<file path="config.mk">
export PLATFORM = sky130hd
export DESIGN_NAME = diamond_ctrl
export DESIGN_NICKNAME = d
export VERILOG_FILES = /design/src/rtl/diamond_ctrl.sv
export SDC_FILE = /design/constraint.sdc
export NUM_CORES = 1
export LEC_CHECK = 0
export CELL_PAD_IN_SITES_DETAIL_PLACEMENT = 0
export CELL_PAD_IN_SITES_GLOBAL_PLACEMENT = 1
export CORE_MARGIN = 4
export CORE_UTILIZATION = 37
export CTS_CLUSTER_DIAMETER = 40
export DETAILED_ROUTE_END_ITERATION = 6
export PLACE_DENSITY = 0.81
export SYNTH_ARGS = -nofsm -noshare
export SYNTH_HDL_FRONTEND = slang
export SYNTH_SLANG_ARGS = --single-unit
</file>
<file path="constraint.sdc">
create_clock -name vga_clk -period 3.53 [get_ports vga_clk]
set_input_delay 0.353 -clock vga_clk [delete_from_list [all_inputs] [get_ports vga_clk]]
set_output_delay 0.353 -clock vga_clk [all_outputs]
set_load 0.01 [all_outputs]
</file>
<file path="src/rtl/diamond_ctrl.sv">
// Diamond placement sequencer for the snake game: samples random candidates, checks them
// against the snake body, publishes the accepted position, detects eats and times respawn.
//
// state    | meaning
// ---------+-------------------------------------------------------------
// IDLE     | no game running, waiting for game_start
// SAMPLE   | latch candidate from x_rand/y_rand, raise occupancy query
// QUERY    | wait for occ_ack; accept, retry or fall back to fixed spot
// ACTIVE   | diamond drawn; hit-test the head on every frame_tick
// COOLDOWN | diamond eaten; count frames before the next placement

module diamond_ctrl #(
    parameter int COORD_W        = 12,
    parameter int DIAMOND_SIZE   = 10,
    parameter int MAX_RETRY      = 8,
    parameter int RESPAWN_FRAMES = 30,
    parameter int SCORE_W        = 8,
    parameter int FALLBACK_X     = 320,
    parameter int FALLBACK_Y     = 240
) (
    input  logic               vga_clk,
    input  logic               reset_n,
    input  logic               game_start,
    input  logic               game_over,
    input  logic               frame_tick,
    input  logic [COORD_W-1:0] head_x,
    input  logic [COORD_W-1:0] head_y,
    input  logic [COORD_W-1:0] x_rand,
    input  logic [COORD_W-1:0] y_rand,
    output logic               occ_req,
    output logic [COORD_W-1:0] occ_x,
    output logic [COORD_W-1:0] occ_y,
    input  logic               occ_ack,
    input  logic               occ_hit,
    output logic [COORD_W-1:0] diamond_x,
    output logic [COORD_W-1:0] diamond_y,
    output logic               diamond_valid,
    output logic               eaten,
    output logic [SCORE_W-1:0] score
);

    localparam int RW = $clog2(MAX_RETRY + 1);
    localparam int CW = (RESPAWN_FRAMES < 1) ? 1 : $clog2(RESPAWN_FRAMES + 1);

    typedef enum logic [2:0] {
        IDLE     = 3'd0,
        SAMPLE   = 3'd1,
        QUERY    = 3'd2,
        ACTIVE   = 3'd3,
        COOLDOWN = 3'd4
    } state_t;

    state_t             state;
    logic [RW-1:0]      retry_cnt;
    logic [CW-1:0]      cooldown;
    logic [COORD_W-1:0] cand_x;
    logic [COORD_W-1:0] cand_y;

    // One extra bit on the far edges so a diamond near the coordinate limit cannot wrap.
    logic [COORD_W:0] x_end;
    logic [COORD_W:0] y_end;
    logic             head_hit;

    assign x_end    = {1'b0, diamond_x} + (COORD_W + 1)'(DIAMOND_SIZE);
    assign y_end    = {1'b0, diamond_y} + (COORD_W + 1)'(DIAMOND_SIZE);
    assign head_hit = (head_x >= diamond_x) && ({1'b0, head_x} < x_end) &&
                      (head_y >= diamond_y) && ({1'b0, head_y} < y_end);

    always_ff @(posedge vga_clk or negedge reset_n) begin
        if (!reset_n) begin
            state         <= IDLE;
            retry_cnt     <= '0;
            cooldown      <= '0;
            cand_x        <= '0;
            cand_y        <= '0;
            occ_req       <= 1'b0;
            occ_x         <= '0;
            occ_y         <= '0;
            diamond_x     <= '0;
            diamond_y     <= '0;
            diamond_valid <= 1'b0;
            eaten         <= 1'b0;
            score         <= '0;
        end else begin
            eaten <= 1'b0;
            if (game_over) begin
                state         <= IDLE;
                diamond_valid <= 1'b0;
                occ_req       <= 1'b0;
                retry_cnt     <= '0;
                cooldown      <= '0;
            end else begin
                case (state)
                    IDLE: begin
                        if (game_start) begin
                            score     <= '0;
                            retry_cnt <= '0;
                            state     <= SAMPLE;
                        end
                    end
                    SAMPLE: begin
                        cand_x    <= x_rand;
                        cand_y    <= y_rand;
                        occ_x     <= x_rand;
                        occ_y     <= y_rand;
                        occ_req   <= 1'b1;
                        retry_cnt <= retry_cnt + RW'(1);
                        state     <= QUERY;
                    end
                    QUERY: begin
                        if (occ_req && occ_ack) begin
                            occ_req <= 1'b0;
                            if (!occ_hit) begin
                                diamond_x     <= cand_x;
                                diamond_y     <= cand_y;
                                diamond_valid <= 1'b1;
                                retry_cnt     <= '0;
                                state         <= ACTIVE;
                            end else if (retry_cnt < RW'(MAX_RETRY)) begin
                                state <= SAMPLE;
                            end else begin
                                diamond_x     <= COORD_W'(FALLBACK_X);
                                diamond_y     <= COORD_W'(FALLBACK_Y);
                                diamond_valid <= 1'b1;
                                retry_cnt     <= '0;
                                state         <= ACTIVE;
                            end
                        end
                    end
                    ACTIVE: begin
                        if (frame_tick && head_hit) begin
                            eaten         <= 1'b1;
                            diamond_valid <= 1'b0;
                            cooldown      <= CW'(RESPAWN_FRAMES);
                            state         <= COOLDOWN;
                            if (score != '1)
                                score <= score + SCORE_W'(1);
                        end
                    end
                    COOLDOWN: begin
                        if (cooldown == '0) begin
                            state <= SAMPLE;
                        end else if (frame_tick) begin
                            cooldown <= cooldown - CW'(1);
                            if (cooldown == CW'(1))
                                state <= SAMPLE;
                        end
                    end
                    default: state <= IDLE;
                endcase
            end
        end
    end

endmodule

</file>
==> results of run 1 <==
==> area by class of cell <==
type | instances | area share
multi-input combinational | 390 | 0.419
inverter | 33 | 0.0201
tap | 147 | 0.0299
sequential | 71 | 0.289
timing repair buffer | 121 | 0.193
clock buffer | 10 | 0.0372
clock inverter | 6 | 0.0114
==> stage by stage <==
step	std cells	utilization	hold WS, ns
after floorplan	513	-	0.0574
after global placement	761	0.487	0.336
after detailed placement	761	0.487	0.337
after CTS	778	0.512	0.484
after global routing	778	0.512	0.544
final	778	0.512	0.480
==> critical path: stages, from the launching register on <==
cell	delay [ns]
sky130_fd_sc_hd__dfrtp_1	0.41
sky130_fd_sc_hd__nand3_1	0.12
sky130_fd_sc_hd__nor3_2	0.27
sky130_fd_sc_hd__nand3_1	0.14
sky130_fd_sc_hd__xnor2_1	0.15
sky130_fd_sc_hd__ha_1	0.29
sky130_fd_sc_hd__a21o_1	0.19
sky130_fd_sc_hd__a21oi_2	0.16
sky130_fd_sc_hd__o21ai_1	0.10
sky130_fd_sc_hd__o31ai_2	0.28
sky130_fd_sc_hd__nand4_4	0.32
sky130_fd_sc_hd__or3_1	0.49
sky130_fd_sc_hd__o22ai_1	0.17
==> sequential cells by signal (all words and copies together) (netlist names), 3 cells and up <==
| register | cells |
|---|---|
| cooldown | 5 |
| cand_x | 12 |
| state | 3 |
| diamond_y | 12 |
| score | 8 |
| diamond_x | 12 |
| retry_cnt | 4 |
| cand_y | 12 |
==> cells in the mapped netlist (6+ instances only) <==
| master | count |
|---|---|
| sky130_fd_sc_hd__nand2_1 | 105 |
| sky130_fd_sc_hd__dfrtp_1 | 71 |
| sky130_fd_sc_hd__ha_1 | 53 |
| sky130_fd_sc_hd__o21ai_0 | 41 |
| sky130_fd_sc_hd__inv_1 | 31 |
| sky130_fd_sc_hd__a21oi_1 | 23 |
| sky130_fd_sc_hd__nand3b_1 | 18 |
| sky130_fd_sc_hd__nor2_1 | 17 |
| sky130_fd_sc_hd__xnor2_1 | 16 |
| sky130_fd_sc_hd__clkbuf_1 | 14 |
| sky130_fd_sc_hd__nor3_1 | 11 |
| sky130_fd_sc_hd__nand3_1 | 10 |
| sky130_fd_sc_hd__o211ai_1 | 6 |
| sky130_fd_sc_hd__o21ai_1 | 6 |
==> layer usage <==
metal	share of wire	track usage	wire length, um
met3	0.044	0.0332	543
met5	0	0	0
met2	0.46	0.266	5590
met1	0.48	0.248	5930
met4	0.014	0.0492	176
==> cell families after synthesis <==
| family | count (synthesis) | synth area share |
|---|---|---|
| AND/OR/NAND/NOR | 196 | 0.210 |
| multiplexers | 3 | 0.00660 |
| AO/OA/AOI/OAI | 120 | 0.167 |
| buffers and inverters | 52 | 0.0448 |
| adder cells (fa/ha/maj) | 53 | 0.146 |
| flip-flops | 71 | 0.390 |
| XOR/XNOR | 18 | 0.0346 |
==> where the power goes <==
| group | switching, mW | leakage [nW] | internal, mW | total, mW |
|---|---|---|---|---|
| sequential | 0.227 | 0.856 | 1.02 | 1.25 |
| clock | 0.347 | 0.147 | 0.552 | 0.899 |
| combinational | 1.02 | 1.80 | 1.02 | 2.03 |
| total | 1.59 | 2.80 | 2.59 | 4.18 |
==> how the worst max path moves through the flow <==
stage / end / slack (ns)
final: score[1] / 0.35
after global routing: cooldown[0] / 0.05
after CTS: cooldown[0] / 0.36
after detailed placement: cooldown[0] / 0.37
after global placement: cooldown[0] / 0.52
after floorplan: score[1] / 0.79
==> repair_timing <==
item | CTS | global route
hold endpoints to repair | 17 | 0
setup endpoints to repair | 0 | 0
hold buffers | 1 | 0
==> flow_summary.toml, run 1 <==
[status]
status = "finished, final reports clean"

[placement]
placed_cell_area_um2 = 5840
setup_slack_after_placement_ns = 0.365
dp.final_hpwl_um = 9660
gpl.final_weighted_congestion = 0.869
place.port_buffers = 113

[routing]
firstDrtPassIters = 4
post-route-drc-count = 0
wl_per_cell_um = 15.7
vias_per_cell = 5.33
drt-initial-drc-count = 193
route.vias.total = 4143
antenna_violating_nets_post_route = 0
routed_wl_um = 12200

[logic_synthesis]
mappedNetlistArea_um2 = 4550
yosysWarnings = 0
cell_types_occupying_the_most_area_after_synthesis = "sky130_fd_sc_hd__dfrtp_1 (39%), sky130_fd_sc_hd__ha_1 (15%), sky130_fd_sc_hd__nand2_1 (8.7%)"
synth.largest_area_cell = "sky130_fd_sc_hd__dfrtp_1"
yosysTopAreaCellShare = 0.390
netlist-cell-type-count = 57
yosys_register_bits = 71
number_of_nets_produced_by_synthesis = 621
dominantRegCellSynth = "sky130_fd_sc_hd__dfrtp_1"
synth.yosys.seq_area_share = 0.390
synth_edf_count = 0
syn-instance-count = 513
synth-async-reset-ratio = 1.00
post_synth.cell_area_avg_um2 = 8.87

[final_layout]
layout-drive-gt1-share = 0.0539
most-common-layout-cells = "sky130_fd_sc_hd__clkdlybuf4s50_1 (112), sky130_fd_sc_hd__nand2_1 (105), sky130_fd_sc_hd__dfrtp_1 (71)"
area_growth_syn_to_layout_pct = 35.2
leading_cell_type_in_the_layout_fill_and_taps_excluded = "sky130_fd_sc_hd__clkdlybuf4s50_1"
final_area_um2 = 6150
multiInputGateArea_um2 = 2580
fillers = 1119
nets = 734
area.sequential_um2 = 1780
num_antenna_cells = 0

[setup_path]
worst-endpoint-arrival_ns = 3.42
timing.rr.start = "diamond_x[6]"
worstSetupPathType = "flip-flop to flip-flop"
worst_setup_path_startpoint = "diamond_x[6]"
cp_data_required_time_ns = 3.78
worstReg2RegEnd = "score[1]"
crit_path_max_fanout = 19
worstSetupStartpointType = "flip-flop"
timing.critical_path.to_type = "flip-flop"
worst-r2r-setup-slack_ns = 0.35
r2r.worst_path.cells = 12

[timing]
finClkSkew_ns = 0.00572
final_max_slew_viols = 0
fin_setup_tns_ns = 0
finalSetupViolCount = 0
fin_crit_sh = 0.900
timing.final.crit_period_ns = 3.18
rsz0062_at_grt = "false"
worst_slew_pin_slew_ns = 0.790
slew-limit-headroom = 0.471
hold_viol_final = 0
setup_ws_ns = 0.353
max_clock_freq_ghz = 0.315

[die]
ports_placed_on_the_boundary = 114
core_region_area_um2 = 12000
die_width_um = 119
dieArea_um2 = 14100
placementRows = 40
die-height_um = 119
initial_core_util = 0.379

[global_route]
grt_antenna_before_repair = 0
vias_in_the_first_global_route = 3923
grt_start_max_net_pins = 47
grt_first_pass_wirelength_um = 20000
global_route.usage.total = 0.173
globalRoute.totalOverflow = 0

[power]
totalPowerFinal_mw = 4.18
p_per_area_nw_per_um2 = 679
vdd_ir_drop_max_v = 0.000297
power.static_leakage_nw = 2.80

[cts]
path_clk_slew_ns = 0.06
post-cts-setup-buffers = 0
cts.sinks = 71
cts_tree = "built"
h-tree-depth = 3
cts.root.buffer_cell = "sky130_fd_sc_hd__clkbuf_16"
clk_lat_worst_skew_ns = 0.33
clockBufferDepth = 2
post_cts_resize_count = 0
cts_buffers = 9

[flow_run]
maxCapViolations = 0

[min_path]
worst_hold_stages = 1
worstHoldEndpoint = "retry_cnt[3]"
min_path_type = "flip-flop to flip-flop"
hold_path.startpoint = "retry_cnt[3]"
No activity file was read; power rests on OpenSTA's default activity.
==> inputs of run 2 (changes only) <==
--- a/config.mk
+++ b/config.mk
@@ -12,6 +12,7 @@
 export CTS_CLUSTER_DIAMETER = 40
 export DETAILED_ROUTE_END_ITERATION = 6
 export PLACE_DENSITY = 0.81
+export SETUP_SLACK_MARGIN = 0.1
 export SYNTH_ARGS = -nofsm -noshare
 export SYNTH_HDL_FRONTEND = slang
 export SYNTH_SLANG_ARGS = --single-unit
==> flow_summary.toml, run 2 (synthesis results as in run 1) <==
[min_path]
min_path_type = "flip-flop to flip-flop"

[timing]
fin_crit_sh = 0.882
rsz0062_at_grt = "false"
slew-limit-headroom = 0.474
final_max_slew_viols = 0
fin_setup_tns_ns = 0
hold_viol_final = 0
max_clock_freq_ghz = 0.321
finClkSkew_ns = 0.00723
finalSetupViolCount = 0
timing.final.crit_period_ns = 3.11
worst_slew_pin_slew_ns = 0.786

[power]
intPower_mw = 2.59
vdd_ir_drop_max_v = 0.000297
netSwitchingFraction = 0.382
share_clk_of_total_power = 0.215
pwr-share-seq = 0.298
power.static_leakage_nw = 2.82
power.combinational.fraction = 0.487
p_per_area_nw_per_um2 = 675
p_switching_mw = 1.60

[status]
status = "finished, final reports clean"

[final_layout]
multiInputGateArea_um2 = 2580
nets = 739
area.sequential_um2 = 1780
core_occupancy_in_the_finished_layout = 0.516
num_antenna_cells = 0
leading_cell_type_in_the_layout_fill_and_taps_excluded = "sky130_fd_sc_hd__clkdlybuf4s50_1"
most-common-layout-cells = "sky130_fd_sc_hd__clkdlybuf4s50_1 (112), sky130_fd_sc_hd__nand2_1 (105), sky130_fd_sc_hd__dfrtp_1 (71)"
area_growth_syn_to_layout_pct = 36.1
fillers = 1112
layout-drive-gt1-share = 0.0629

[setup_path]
cp_data_required_time_ns = 3.78
timing.critical_path.to_type = "flip-flop"
worst-endpoint-arrival_ns = 3.36
worstSetupPathType = "flip-flop to flip-flop"
critPathMaxStageDelay_ns = 0.47
worstSetupStartpointType = "flip-flop"
critPathMostFrequentCell = "sky130_fd_sc_hd__nand3_1"
crit_slowest_cell = "sky130_fd_sc_hd__or3_1"
crit_path_max_fanout = 13
critical_path.cell_chain = "nand3_1 > nor3_2 > nand3_1 > xnor2_1 > ha_1 > a21o_1 > a21oi_2 > o21ai_1 > o31ai_2 > nand4_4 > or3_1 > o22ai_1"

[placement]
gpl.final_weighted_congestion = 0.869
place.port_buffers = 113
dp.final_hpwl_um = 9660

[cts]
h-tree-depth = 3
path_clk_slew_ns = 0.06
clockBufferDepth = 2
cts.root.buffer_cell = "sky130_fd_sc_hd__clkbuf_16"
clk_lat_worst_skew_ns = 0.33
cts_tree = "built"
cts.sinks = 71
cts_buffers = 9

[routing]
drt-initial-drc-count = 207
routed_wl_um = 12300
wl_per_cell_um = 15.7
post-route-drc-count = 0
route.vias.total = 4163
vias_per_cell = 5.32
antenna_violating_nets_post_route = 0
firstDrtPassIters = 5

[die]
die_width_um = 119
die-height_um = 119
ports_placed_on_the_boundary = 114
dieArea_um2 = 14100
initial_core_util = 0.379
placementRows = 40
core_region_area_um2 = 12000

[global_route]
grt_antenna_before_repair = 0
globalRoute.totalOverflow = 0
global_route.usage.total = 0.173
grt_first_pass_wirelength_um = 20000
vias_in_the_first_global_route = 3923
grt_start_max_net_pins = 47

[flow_run]
maxCapViolations = 0
[run 2: changes by cell type in the layout (fill, tap and decap cells not counted), sizes merged]
cell	before	now
buf	8	13
[run 2: timing repair]
action,CTS,global route
endpoints found under the hold margin,17,0
resized for setup,0,1
hold buffers,1,0
buffers inserted,0,5
setup endpoints to repair,0,5
[run 2: critical path, delay by kind of cell, from the launching register on]
kind,cells,cell delay [ns]
AO/OA/AOI/OAI,5,0.90
XOR/XNOR,1,0.15
adder cells (fa/ha/maj),1,0.29
flip-flops,1,0.41
AND/OR/NAND/NOR,5,1.28
[run 2: per-layer routing]
metal,track usage,share of wire,up-vias
li1,-,-,2037
met1,0.248,0.48,1996
met2,0.266,0.46,115
met3,0.0332,0.047,15
met4,0.0492,0.015,0
met5,0,0,-
[run 2: layout make-up]
| type | count | share of cell area |
|---|---|---|
| multi-input combinational | 390 | 0.417 |
| sequential | 71 | 0.287 |
| timing repair buffer | 126 | 0.198 |
| clock buffer | 10 | 0.0370 |
| tap | 147 | 0.0297 |
| inverter | 33 | 0.0200 |
| clock inverter | 6 | 0.0113 |
[run 2: power groups by stage]
| stage | clock (mW) | combinational [mW] | sequential [mW] |
|---|---|---|---|
| finish | 0.899 | 2.04 | 1.25 |
| global route | 0.963 | 2.28 | 1.28 |
| CTS | 0.921 | 2.05 | 1.24 |
| detailed placement | 0 | 2.04 | 1.26 |
| global placement | 0 | 1.97 | 1.25 |
| floorplan | 0 | 1.17 | 1.29 |
[run 2: stage by stage]
stage / instance area (um^2) / std cells / total power [mW] / hold slack (ns) / worst slack, ns
finish: 6190 / 783 / 4.18 / 0.480 / 0.417
global route: 6190 / 783 / 4.52 / 0.544 / 0.134
CTS: 6150 / 778 / 4.22 / 0.484 / 0.355
detailed placement: 5840 / 761 / 3.30 / 0.337 / 0.365
global placement: 5840 / 761 / 3.22 / 0.336 / 0.520
floorplan: 4550 / 513 / 2.45 / 0.0574 / 0.794
[run 2: worst paths after layout]
check,start,to,slack (ns),cells past startpoint
worst max-delay path,diamond_x[6],score[1],0.42,12
worst min-delay path,retry_cnt[3],retry_cnt[3],0.48,1
worst max register to register,diamond_x[6],score[1],0.42,12
worst min register to register,retry_cnt[3],retry_cnt[3],0.48,1
max in group asynchronous,reset_n,diamond_y[8],2.26,3
min in group asynchronous,reset_n,cand_y[0],0.50,2
==> inputs of run 3 (changes only) <==
--- a/config.mk
+++ b/config.mk
@@ -7,7 +7,7 @@
 export LEC_CHECK = 0
 export CELL_PAD_IN_SITES_DETAIL_PLACEMENT = 0
 export CELL_PAD_IN_SITES_GLOBAL_PLACEMENT = 1
-export CORE_MARGIN = 4
+export CORE_MARGIN = 3
 export CORE_UTILIZATION = 37
 export CTS_CLUSTER_DIAMETER = 40
 export DETAILED_ROUTE_END_ITERATION = 6
==> flow_summary.toml, run 3 (synthesis results as in run 1) <==
[final_layout]
leading_cell_type_in_the_layout_fill_and_taps_excluded = "sky130_fd_sc_hd__clkdlybuf4s50_1"
layout-drive-gt1-share = 0.0556
num_antenna_cells = 0
area_growth_syn_to_layout_pct = 36.0
most-common-layout-cells = "sky130_fd_sc_hd__clkdlybuf4s50_1 (112), sky130_fd_sc_hd__nand2_1 (105), sky130_fd_sc_hd__dfrtp_1 (71)"
nets = 732
fillers = 1062
core_occupancy_in_the_finished_layout = 0.529

[routing]
firstDrtPassIters = 5
wl_per_cell_um = 15.8
antenna_violating_nets_post_route = 0
drt-initial-drc-count = 214
routed_wl_um = 12200
vias_per_cell = 5.32
route.vias.total = 4104
post-route-drc-count = 0

[setup_path]
timing.critical_path.to_type = "flip-flop"
critical-path-top-delay-family = "simple AND/OR/NAND/NOR gates"
worstSetupPathType = "flip-flop to flip-flop"
crit_slowest_cell = "sky130_fd_sc_hd__or3_1"
crit_path_max_fanout = 19
critical_path.cell_chain = "ha_1 > o2111ai_1 > nor2_1 > nand2_1 > xnor2_1 > ha_1 > a21oi_1 > o21a_1 > nand2_1 > o21ai_1 > nand4_4 > or3_1 > o22ai_1"
crit_buf_inv = 0
critPathMaxStageDelay_ns = 0.48
worstSetupStartpointType = "flip-flop"
cp_data_required_time_ns = 3.78
worst-endpoint-arrival_ns = 3.40

[cts]
cts.root.buffer_cell = "sky130_fd_sc_hd__clkbuf_16"
path_clk_slew_ns = 0.06
h-tree-depth = 3
cts.hold.buffers_added = 0
clockBufferDepth = 2
clk_lat_worst_skew_ns = 0.33
cts_tree = "built"
cts_buffers = 9
cts.sinks = 71

[die]
core_region_area_um2 = 11700
ports_placed_on_the_boundary = 114
die-height_um = 117
die_width_um = 117
initial_core_util = 0.389
dieArea_um2 = 13700
placementRows = 39

[timing]
hold_viol_final = 0
final_max_slew_viols = 0
finalSetupViolCount = 0
timing.final.crit_period_ns = 3.16
finClkSkew_ns = 0.00596
rsz0062_at_grt = "false"
worst_slew_pin_slew_ns = 0.871
max_clock_freq_ghz = 0.317
worst_hold_slack_ns = 0.140
slew-limit-headroom = 0.420
fin_crit_sh = 0.894
fin_setup_tns_ns = 0

[placement]
place.port_buffers = 113
dp.final_hpwl_um = 9450
gpl.final_weighted_congestion = 0.883

[global_route]
grt_first_pass_wirelength_um = 19900
grt_start_max_net_pins = 72
globalRoute.totalOverflow = 0
grt_antenna_before_repair = 0
vias_in_the_first_global_route = 3941
global_route.usage.total = 0.183

[power]
totalPowerFinal_mw = 4.33
power.static_leakage_nw = 2.82
vdd_ir_drop_max_v = 0.000330
p_per_area_nw_per_um2 = 700

[flow_run]
maxCapViolations = 0

[min_path]
min_path_type = "input pin to asynchronous set/reset pin"

[status]
status = "finished, final reports clean"
-- run 3: changes by cell type in the layout (fill, tap and decap cells not counted), sizes merged --
cell	change
clkinv	-3
dlygate4sd3	-1
buf	-6
inv	+2
clkbuf	-1
bufinv	+2
-- run 3: area by class of cell --
type                    instances  area [um^2]  share of cell area
inverters                      33          124              0.0200
flip-flops and latches         71         1780               0.287
well taps                     143          179              0.0289
multi-input cells             390         2580               0.417
clock buffers                   9          225              0.0364
clock inverters                 7          128              0.0206
repair buffers                119         1170               0.190
-- run 3: stage by stage --
step / instances / setup slack, ns / area [um^2]
6_report: 772 / 0.375 / 6190
5_1_grt: 772 / 0.116 / 6190
4_1_cts: 772 / 0.400 / 6190
3_5_place_dp: 756 / 0.414 / 5830
3_3_place_gp: 756 / 0.521 / 5830
2_1_floorplan: 513 / 0.794 / 4550
-- run 3: metal layers --
layer  track usage  wire length (um)  share of wire  vias up
met5             0                 0              0        -
met4        0.0398                86         0.0071        0
met3        0.0308               654          0.054        7
met2         0.297              5690           0.47      101
met1         0.259              5730           0.47     1966
li1              -                 -              -     2030
-- run 3: worst paths after layout --
kind                              start      endpoint  slack, ns  cells after the start
hold / removal                  reset_n      score[0]       0.14                      1
setup / recovery           diamond_y[1]      score[1]       0.37                     13
max in group asynchronous       reset_n  diamond_x[8]       2.82                      1
setup reg to reg           diamond_y[1]      score[1]       0.37                     13
min in group vga_clk       retry_cnt[3]  retry_cnt[3]       0.49                      1
hold reg to reg            retry_cnt[3]  retry_cnt[3]       0.49                      1
-- run 3: report_power, final --
part	total, mW	internal [mW]	switching [mW]
logic	2.03	1.02	1.01
registers	1.25	1.02	0.232
clock network	1.05	0.701	0.353
-- run 3: timing repair --
item / in CTS / in global routing
setup buffers: 0 / 0
endpoints found under the setup margin: 0 / 6
resized for setup: 0 / 1
